File: config.mk
export PLATFORM = sky130hd
export DESIGN_NAME = branch_predictor_btb
export DESIGN_NICKNAME = d
export VERILOG_FILES = /design/src/rtl/riscv_bp_pkg.sv /design/src/rtl/sat_counter_upd.sv /design/src/rtl/branch_predictor_btb.sv
export SDC_FILE = /design/constraint.sdc
export NUM_CORES = 2
export LEC_CHECK = 0
export CAP_MARGIN = 25
export CORE_MARGIN = 2
export CORE_UTILIZATION = 45
export DETAILED_ROUTE_END_ITERATION = 12
export GPL_ROUTABILITY_DRIVEN = 0
export PLACE_DENSITY = 0.74
export SYNTH_ARGS = -nofsm -noshare
export SYNTH_HDL_FRONTEND = slang
export SYNTH_SLANG_ARGS = --single-unit
File: constraint.sdc
create_clock -name clk -period 5.45 [get_ports clk]
set_input_delay 1.09 -clock clk [delete_from_list [all_inputs] [get_ports clk]]
set_output_delay 1.09 -clock clk [all_outputs]
set_load 0.005 [all_outputs]
File: src/rtl/riscv_bp_pkg.sv
// Shared constants, counter-encoding helpers and the BTB entry layout
// for the default predictor configuration.
package riscv_bp_pkg;

  localparam int unsigned PC_INC       = 4;
  localparam int unsigned BP_WORD_BITS = 32;
  localparam int unsigned BP_ENTRIES   = 16;
  localparam int unsigned BP_CTR_BITS  = 2;
  localparam int unsigned BP_STAT_BITS = 32;
  localparam int unsigned BP_IDX_BITS  = $clog2(BP_ENTRIES);
  localparam int unsigned BP_TAG_BITS  = BP_WORD_BITS - BP_IDX_BITS - 2;

  function automatic int unsigned ctr_weak_taken(input int unsigned cb);
    return 32'd1 << (cb - 1);
  endfunction

  function automatic int unsigned ctr_weak_not_taken(input int unsigned cb);
    return (32'd1 << (cb - 1)) - 32'd1;
  endfunction

  typedef struct packed {
    logic                    valid;
    logic [BP_TAG_BITS-1:0]  tag;
    logic [BP_WORD_BITS-1:0] target;
    logic [BP_CTR_BITS-1:0]  ctr;
  } btb_entry_t;

endpackage

File: src/rtl/sat_counter_upd.sv
// Combinational next value of a saturating up/down counter.
module sat_counter_upd #(
  parameter int unsigned COUNTER_BITS = 2
) (
  input  logic [COUNTER_BITS-1:0] ctr_i,
  input  logic                    inc_i,
  output logic [COUNTER_BITS-1:0] ctr_o
);

  localparam logic [COUNTER_BITS-1:0] CTR_MAX = '1;
  localparam logic [COUNTER_BITS-1:0] CTR_MIN = '0;
  localparam logic [COUNTER_BITS-1:0] CTR_ONE = COUNTER_BITS'(1);

  always_comb begin
    ctr_o = ctr_i;
    if (inc_i) begin
      if (ctr_i != CTR_MAX) ctr_o = ctr_i + CTR_ONE;
    end else begin
      if (ctr_i != CTR_MIN) ctr_o = ctr_i - CTR_ONE;
    end
  end

endmodule

File: src/rtl/branch_predictor_btb.sv
// Direct-mapped branch target buffer: same-cycle IF prediction, training from
// branch resolution, mispredict detection and redirect PC generation.
module branch_predictor_btb
  import riscv_bp_pkg::*;
#(
  parameter int unsigned WORD_BITWIDTH = BP_WORD_BITS,
  parameter int unsigned BTB_ENTRIES   = BP_ENTRIES,
  parameter int unsigned COUNTER_BITS  = BP_CTR_BITS,
  parameter int unsigned STAT_BITWIDTH = BP_STAT_BITS
) (
  input  logic                     clk,
  input  logic                     rst,
  input  logic                     lookup_valid,
  input  logic [WORD_BITWIDTH-1:0] lookup_pc,
  output logic                     pred_taken,
  output logic [WORD_BITWIDTH-1:0] pred_target,
  input  logic                     upd_valid,
  input  logic [WORD_BITWIDTH-1:0] upd_pc,
  input  logic                     upd_taken,
  input  logic [WORD_BITWIDTH-1:0] upd_target,
  input  logic                     upd_pred_taken,
  input  logic [WORD_BITWIDTH-1:0] upd_pred_target,
  input  logic                     flush_btb,
  output logic                     mispredict,
  output logic [WORD_BITWIDTH-1:0] redirect_pc,
  output logic [STAT_BITWIDTH-1:0] stat_lookups,
  output logic [STAT_BITWIDTH-1:0] stat_mispredicts
);

  localparam int unsigned IDX_BITS = $clog2(BTB_ENTRIES);
  localparam int unsigned TAG_BITS = WORD_BITWIDTH - IDX_BITS - 2;
  localparam logic [COUNTER_BITS-1:0]  CTR_WT  = COUNTER_BITS'(ctr_weak_taken(COUNTER_BITS));
  localparam logic [COUNTER_BITS-1:0]  CTR_WNT = COUNTER_BITS'(ctr_weak_not_taken(COUNTER_BITS));
  localparam logic [WORD_BITWIDTH-1:0] INC     = WORD_BITWIDTH'(PC_INC);
  localparam logic [STAT_BITWIDTH-1:0] STAT_MAX = '1;
  localparam logic [STAT_BITWIDTH-1:0] STAT_ONE = STAT_BITWIDTH'(1);

  logic [BTB_ENTRIES-1:0]                    valid_vec;
  logic [BTB_ENTRIES-1:0][TAG_BITS-1:0]      tag_vec;
  logic [BTB_ENTRIES-1:0][WORD_BITWIDTH-1:0] target_vec;
  logic [BTB_ENTRIES-1:0][COUNTER_BITS-1:0]  ctr_vec;

  logic [IDX_BITS-1:0]     lk_idx;
  logic [TAG_BITS-1:0]     lk_tag;
  logic                    lk_hit;
  logic [IDX_BITS-1:0]     upd_idx;
  logic [TAG_BITS-1:0]     upd_tag;
  logic                    upd_hit;
  logic [COUNTER_BITS-1:0] ctr_upd;

  assign lk_idx  = lookup_pc[IDX_BITS+1:2];
  assign lk_tag  = lookup_pc[WORD_BITWIDTH-1:IDX_BITS+2];
  assign lk_hit  = valid_vec[lk_idx] & (tag_vec[lk_idx] == lk_tag);
  assign upd_idx = upd_pc[IDX_BITS+1:2];
  assign upd_tag = upd_pc[WORD_BITWIDTH-1:IDX_BITS+2];
  assign upd_hit = valid_vec[upd_idx] & (tag_vec[upd_idx] == upd_tag);

  // Lookup reads registered state only, so a same-cycle update is not bypassed.
  assign pred_taken  = lookup_valid & lk_hit & ctr_vec[lk_idx][COUNTER_BITS-1];
  assign pred_target = pred_taken ? target_vec[lk_idx] : lookup_pc + INC;

  assign mispredict  = upd_valid & ((upd_pred_taken != upd_taken) |
                                    (upd_taken & (upd_pred_target != upd_target)));
  assign redirect_pc = upd_taken ? upd_target : upd_pc + INC;

  sat_counter_upd #(
    .COUNTER_BITS(COUNTER_BITS)
  ) u_sat_counter_upd (
    .ctr_i (ctr_vec[upd_idx]),
    .inc_i (upd_taken),
    .ctr_o (ctr_upd)
  );

  for (genvar gi = 0; gi < BTB_ENTRIES; gi++) begin : g_entry
    logic                     valid_q, valid_d;
    logic [TAG_BITS-1:0]      tag_q, tag_d;
    logic [WORD_BITWIDTH-1:0] target_q, target_d;
    logic [COUNTER_BITS-1:0]  ctr_q, ctr_d;
    logic                     sel;

    assign sel = upd_valid & (upd_idx == IDX_BITS'(gi));

    // Flush only clears valid bits and suppresses any training in that cycle.
    always_comb begin
      valid_d  = valid_q;
      tag_d    = tag_q;
      target_d = target_q;
      ctr_d    = ctr_q;
      if (flush_btb) begin
        valid_d = 1'b0;
      end else if (sel) begin
        if (upd_hit) begin
          ctr_d = ctr_upd;
          if (upd_taken) target_d = upd_target;
        end else if (upd_taken) begin
          valid_d  = 1'b1;
          tag_d    = upd_tag;
          target_d = upd_target;
          ctr_d    = CTR_WT;
        end
      end
    end

    always_ff @(posedge clk) begin
      if (rst) begin
        valid_q  <= 1'b0;
        tag_q    <= '0;
        target_q <= '0;
        ctr_q    <= CTR_WNT;
      end else begin
        valid_q  <= valid_d;
        tag_q    <= tag_d;
        target_q <= target_d;
        ctr_q    <= ctr_d;
      end
    end

    assign valid_vec[gi]  = valid_q;
    assign tag_vec[gi]    = tag_q;
    assign target_vec[gi] = target_q;
    assign ctr_vec[gi]    = ctr_q;
  end

  logic [STAT_BITWIDTH-1:0] stat_lookups_q, stat_lookups_d;
  logic [STAT_BITWIDTH-1:0] stat_mispredicts_q, stat_mispredicts_d;

  always_comb begin
    stat_lookups_d     = stat_lookups_q;
    stat_mispredicts_d = stat_mispredicts_q;
    if (lookup_valid && stat_lookups_q != STAT_MAX)
      stat_lookups_d = stat_lookups_q + STAT_ONE;
    if (mispredict && stat_mispredicts_q != STAT_MAX)
      stat_mispredicts_d = stat_mispredicts_q + STAT_ONE;
  end

  always_ff @(posedge clk) begin
    if (rst) begin
      stat_lookups_q     <= '0;
      stat_mispredicts_q <= '0;
    end else begin
      stat_lookups_q     <= stat_lookups_d;
      stat_mispredicts_q <= stat_mispredicts_d;
    end
  end

  assign stat_lookups     = stat_lookups_q;
  assign stat_mispredicts = stat_mispredicts_q;

endmodule
==> Yosys cells after proc, flatten, opt, wreduce, memory -nomap -nowiden <==
Index checks and enable logic that the tools add are counted.
{ "op_classes": {"bitwise_logic": 25, "order_cmp": 2, "eq_ne": 22, "n_reduce_logical": 70, "mux": 21, "add_sub_neg": 6} }
{ "op_table": {"columns": ["op", "n"], "rows": [
  ["26-bit binary-select mux with 4-bit select", 2],
  ["3-bit AND reduction", 48],
  ["32-bit binary-select mux with 4-bit select", 1],
  ["32-bit 2-to-1 mux", 3],
  ["32-bit by 1-bit adder with 32-bit output (second input constant)", 2],
  ["32-bit by 3-bit adder with 32-bit output (second input constant)", 2],
  ["32-bit != test (second input constant)", 2],
  ["4-bit AND reduction", 16],
  ["26-bit equality test", 2],
  ["26-bit 2-to-1 mux", 2],
  ["4-bit equality test (second input constant)", 8],
  ["32-bit != test", 1],
  ["1-bit AND", 22],
  ["2-bit binary-select mux with 4-bit select", 2],
  ["4-bit by 3-bit equality test with 1-bit output (second input constant)", 4],
  ["2-bit 2-to-1 mux", 7],
  ["4-bit by 5-bit less-than comparator with 1-bit output (second input constant)", 2],
  ["1-bit binary-select mux with 4-bit select", 2],
  ["4-bit by 2-bit equality test with 1-bit output (second input constant)", 2],
  ["4-bit by 1-bit equality test with 1-bit output (second input constant)", 1],
  ["4-bit zero test", 1],
  ["2-bit nonzero test", 2],
  ["2-bit by 1-bit adder with 2-bit output (second input constant)", 1],
  ["1-bit logical AND", 2],
  ["other kinds (7)", 9]
]} }
{ "word_totals": {"wordCells": 212, "in_bits": 135, "output_inout_bits": 130, "reg_bits": 1040} }

==> Logic depth before layout (Yosys ltp) <==
{ "logic_depth": {"depth_word": 7, "depth_mapped": 16, "mapped_depth_nobuf": 9} }

==> Modules after synthesis <==
From an unflattened synthesis, not the netlist that was laid out.
{ "unflattened": {"hier_cells": 5454, "hier_area_um2": 52335.2} }
{ "modules_own_cells": {"columns": ["mod", "seq_area_each_um2", "area_per_inst_um2", "cells_each", "n_inst"], "rows": [
  ["branch_predictor_btb", 20820.0, 52308.9, 5451, 1],
  ["sat_counter_upd", 0.0, 26.3, 3, 1]
]} }

==> Least setup slack after synthesis <==
Ideal clock, no wire load.
{ "synth_path": {"kind": "in2out", "start": "input port lookup_pc[2]", "end": "output port pred_target[0]", "path_slack_ps": 5, "required_ps": 4360, "path_buffers": 7, "t_arrival_ps": 4355, "path_stages": 10, "cell_sequence": "buf_6 -> buf_4 -> buf_2 -> buf_2 -> buf_2 -> clkbuf_1 -> buf_1 -> mux4_2 -> mux4_2 -> mux2_1"} }
{ "synth_between": {"elab_chain_len": 7, "word_cells_on_any_way": 13, "classes_between": "eq/ne (1); mux (9); bitwise (3)"} }
{ "synth_lines": {"columns": ["item", "line", "source"], "rows": [
  ["start, declared", "branch_predictor_btb.sv:14", "input logic [WORD_BITWIDTH-1:0] lookup_pc,"],
  ["26-bit binary-select mux with 4-bit select", "branch_predictor_btb.sv:53", "assign lk_hit = valid_vec[lk_idx] & (tag_vec[lk_idx] == lk_tag);"],
  ["26-bit 2-to-1 mux (implied by the code)", "branch_predictor_btb.sv:53", null],
  ["26-bit equality test", "branch_predictor_btb.sv:53", null],
  ["1-bit AND", "branch_predictor_btb.sv:53", null],
  ["1-bit AND (2 in a row)", "branch_predictor_btb.sv:59", "assign pred_taken = lookup_valid & lk_hit & ctr_vec[lk_idx][COUNTER_BITS-1];"],
  ["32-bit 2-to-1 mux *", "branch_predictor_btb.sv:60", "assign pred_target = pred_taken ? target_vec[lk_idx] : lookup_pc + INC;"],
  ["end, declared", "branch_predictor_btb.sv:16", "output logic [WORD_BITWIDTH-1:0] pred_target,"]
]} }
Every way passes the cells marked *; elsewhere a longest branch is shown, timed or not. The select of a mux whose other input is x is not followed.

==> Final worst setup path <==
{ "layout_path": {"start": "input port lookup_pc[2]", "end": "output port pred_target[20]"} }
The elaborated chain is that of the path after synthesis.

==> metrics.yaml <==
gr-usage-all-layers_pct: 30.08
synth_seq_cells: 1040
fin_skew_ns: 0.08230
mappedNetlistArea_sq_um: 51730
initial_core_util_pct: 45.30
nFillCells: 9749
portBuffers: 264
die_area_sq_um: 117700
failed_checks: "negative setup slack"
cts_tree: "yes"
layout_worst_path_cycle_share_pct: 104.0
yosys_warnings: 0
ys_async_sr_fraction_pct: 0
drv_cap: 0
cp_max_fo: 8
drt_iter0_drc: 6144
die_h_microns: 343.0
nets: 5802
antenna_found_initial: 9
ioPinCount: 265
ctsHoldBuffers: 0
synth_area_per_cell_sq_um: 9.432
cp_common_cell: "buf_12"
hold_class: "register to register"
core_area_sq_um: 114200
worstMarginPinSlew_ns: 1.201
final.setup.tns_ns: -5.055
wire_per_inst_microns: 25.11
critPathTopFamily: "multiplexers"
yosysMostFrequentCell: "nand2_1"
status: "complete, but fails checks"
cp_num_buf_inv: 7
clk_pin_slew_ns: 0.06
grt_setup_unrepaired: "true"
dpl_worst_slack_ns: -0.4855
ant_nets: 0
synth.top_cell.area_share_pct: 40.25
cts_sinks: 1040
syn_inst: 5484
drv_slew: 0
ys_seq_area_share_pct: 40.25
cts_made_buffers: 106
cts.htree.levels: 3
synth_ff_type: "dfxtp_1"
rows: 124
drc: 0
setup_violations: 33
overflow: 0
synth_fp_nets: 5626
cp_slowest_cell: "or4b_1"
leakagePower_nw: 23.69
finalWorstSetupSlack_ns: -0.2197
start_kind: "input pin"
cp.arrival_ns: 4.58
drive_gt1_share_pct: 17.94
post-synth-top-area-cell: "dfxtp_1"
hold_viol: 0
cp_slowest_stage_delay_ns: 0.51
vias: 44925
fin_util_pct: 53.80
grt_pass1_vias: 43537
clockBufferDepth: 3
yosys-top-cells-area: "dfxtp_1 40%, mux4_2 16%, nand2_1 12%"
total_power_mw: 17.06
viasPerCell: 6.185
max-slew-margin-rel_pct: 19.64
drt_wl_total_microns: 182400
cp-end-kind: "output port"
critPathRequiredTime_ns: 4.36
dieWidth_microns: 343.0
area_growth_pct: 18.77
synth_common_cells: "1595 x nand2_1, 1040 x dfxtp_1, 543 x a21oi_1"
grt_pass1_wl_microns: 270000
vdd_drop_max_v: 0.0002750
path_class: "input pin to output port"
power_density_nw_per_um2: 277.6
insertion_delay_ns: 0.73
critical_path.cell_chain: "buf_16 > buf_12 > mux4_2 > mux4_2 > xnor2_2 > buf_4 > nand4_1 > or4b_1 > and4bb_1 > nand4_4 > buf_12 > buf_8 > buf_12 > mux2_4 > buf_6"
ys_types: 75
period_minus_slack_ns: 5.670
fmax_mhz: 176.4
grt_max_degree: 238
cts.root.buffer_cell: "clkbuf_16"
hpwl_microns: 119100
synth-edff-count: 0
first_pass_iters: 9
-- flip-flops by register name, indices dropped and copies added (netlist names) --
signal,count
stat_lookups,32
g_entry.ctr_q,32
g_entry.target_q,512
g_entry.tag_q,416
g_entry.valid_q,16
stat_mispredicts,32
-- where the power goes --
group | internal (mW) | leakage, nW | switching [mW]
logic | 0.565 | 13.5 | 0.916
clock network | 4.65 | 1.84 | 3.27
registers | 7.63 | 8.38 | 0.0243
total | 12.8 | 23.7 | 4.21
-- worst min-delay path, cell delays in order, from the launching register on --
cell     delay [ns]
dfxtp_1        0.31
nand2_1        0.05
a21oi_1        0.05
-- layer usage --
metal	up-vias	global-route usage [%]	part of all wire, %
li1	19480	-	-
met1	21704	37.02	35
met2	3010	45.85	44
met3	719	11.67	15
met4	12	15.19	5.6
met5	-	0	0.038
-- stage by stage --
stage | cells | hold slack (ns) | instance area (sq um)
after floorplan | 5484 | 0.4331 | 51730
after global placement | 7045 | 0.4383 | 57070
after detailed placement | 7047 | 0.4449 | 57110
after CTS | 7255 | 0.4532 | 61310
after global routing | 7260 | 0.4649 | 61420
final | 7264 | 0.4525 | 61430
-- final timing paths --
| kind | startpoint | to | slack, ns | depth (start not counted) |
|---|---|---|---|---|
| worst max-delay path | lookup_pc[2] | pred_target[20] | -0.22 | 15 |
| worst min-delay path | g_entry[2].target_q[11] | g_entry[2].target_q[11] | 0.45 | 2 |
| worst max register to register | g_entry[14].tag_q[12] | g_entry[5].tag_q[20] | 1.35 | 11 |
| worst min register to register | g_entry[2].target_q[11] | g_entry[2].target_q[11] | 0.45 | 2 |
-- cells in the final DEF, fill, tap and decap left out, types with 13 or more instances in the layout --
cell and instances:
dfxtp_1 1040, clkbuf_1 19, mux2i_1 515, inv_1 32
nand3_1 60, clkbuf_8 17, nor4_1 18, nor3_1 31
clkdlybuf4s50_1 223, and2_1 17, o21ai_0 68, mux2_4 30
nor2_1 125, nand2_2 18, a31oi_1 15, mux4_2 378
bufinv_16 17, nor2b_1 16, buf_4 246, and3_1 20
a21oi_1 543, a221oi_1 21, nand2_1 1579, xor2_1 84
buf_6 36, and4_1 13, a22o_1 19, clkinv_2 19
buf_12 64, xnor2_1 93, or3_1 19, a221o_1 13
clkbuf_16 106, nand4_1 39
-- area by class of cell --
| type | count | area, sq um | share of cell area, % |
|---|---|---|---|
| inverter | 34 | 135.1 | 0.2200 |
| multi-input combinational | 3897 | 28770 | 46.82 |
| clock buffer | 142 | 2958 | 4.815 |
| sequential | 1040 | 20820 | 33.89 |
| antenna | 4 | 10.01 | 0.01629 |
| timing repair buffer | 581 | 5988 | 9.747 |
| clock inverter | 54 | 865.8 | 1.409 |
| tap | 1512 | 1892 | 3.079 |
-- logic make-up (layout without fill, tap and decap cells) --
logic type                 Yosys count  after routing  synth area share (%)
other                                0              4                     0
DFF                               1040           1040                 40.25
buffers and inverters              547            811                 4.639
adders and majority gates            9              9                0.2080
and+or+nand+nor                   2018           2018                 16.08
AOI/OAI and AO/OA                  749            749                 8.135
xor gates and xnor gates           187            187                 3.166
muxes                              934            934                 27.53
-- timing repair --
item,in CTS,in global routing
gates cloned,4,0
pin swaps,5,5
setup buffers,8,3
gates resized for setup,186,10
setup endpoints to repair,35,37
(Power assumes the default switching activity.)
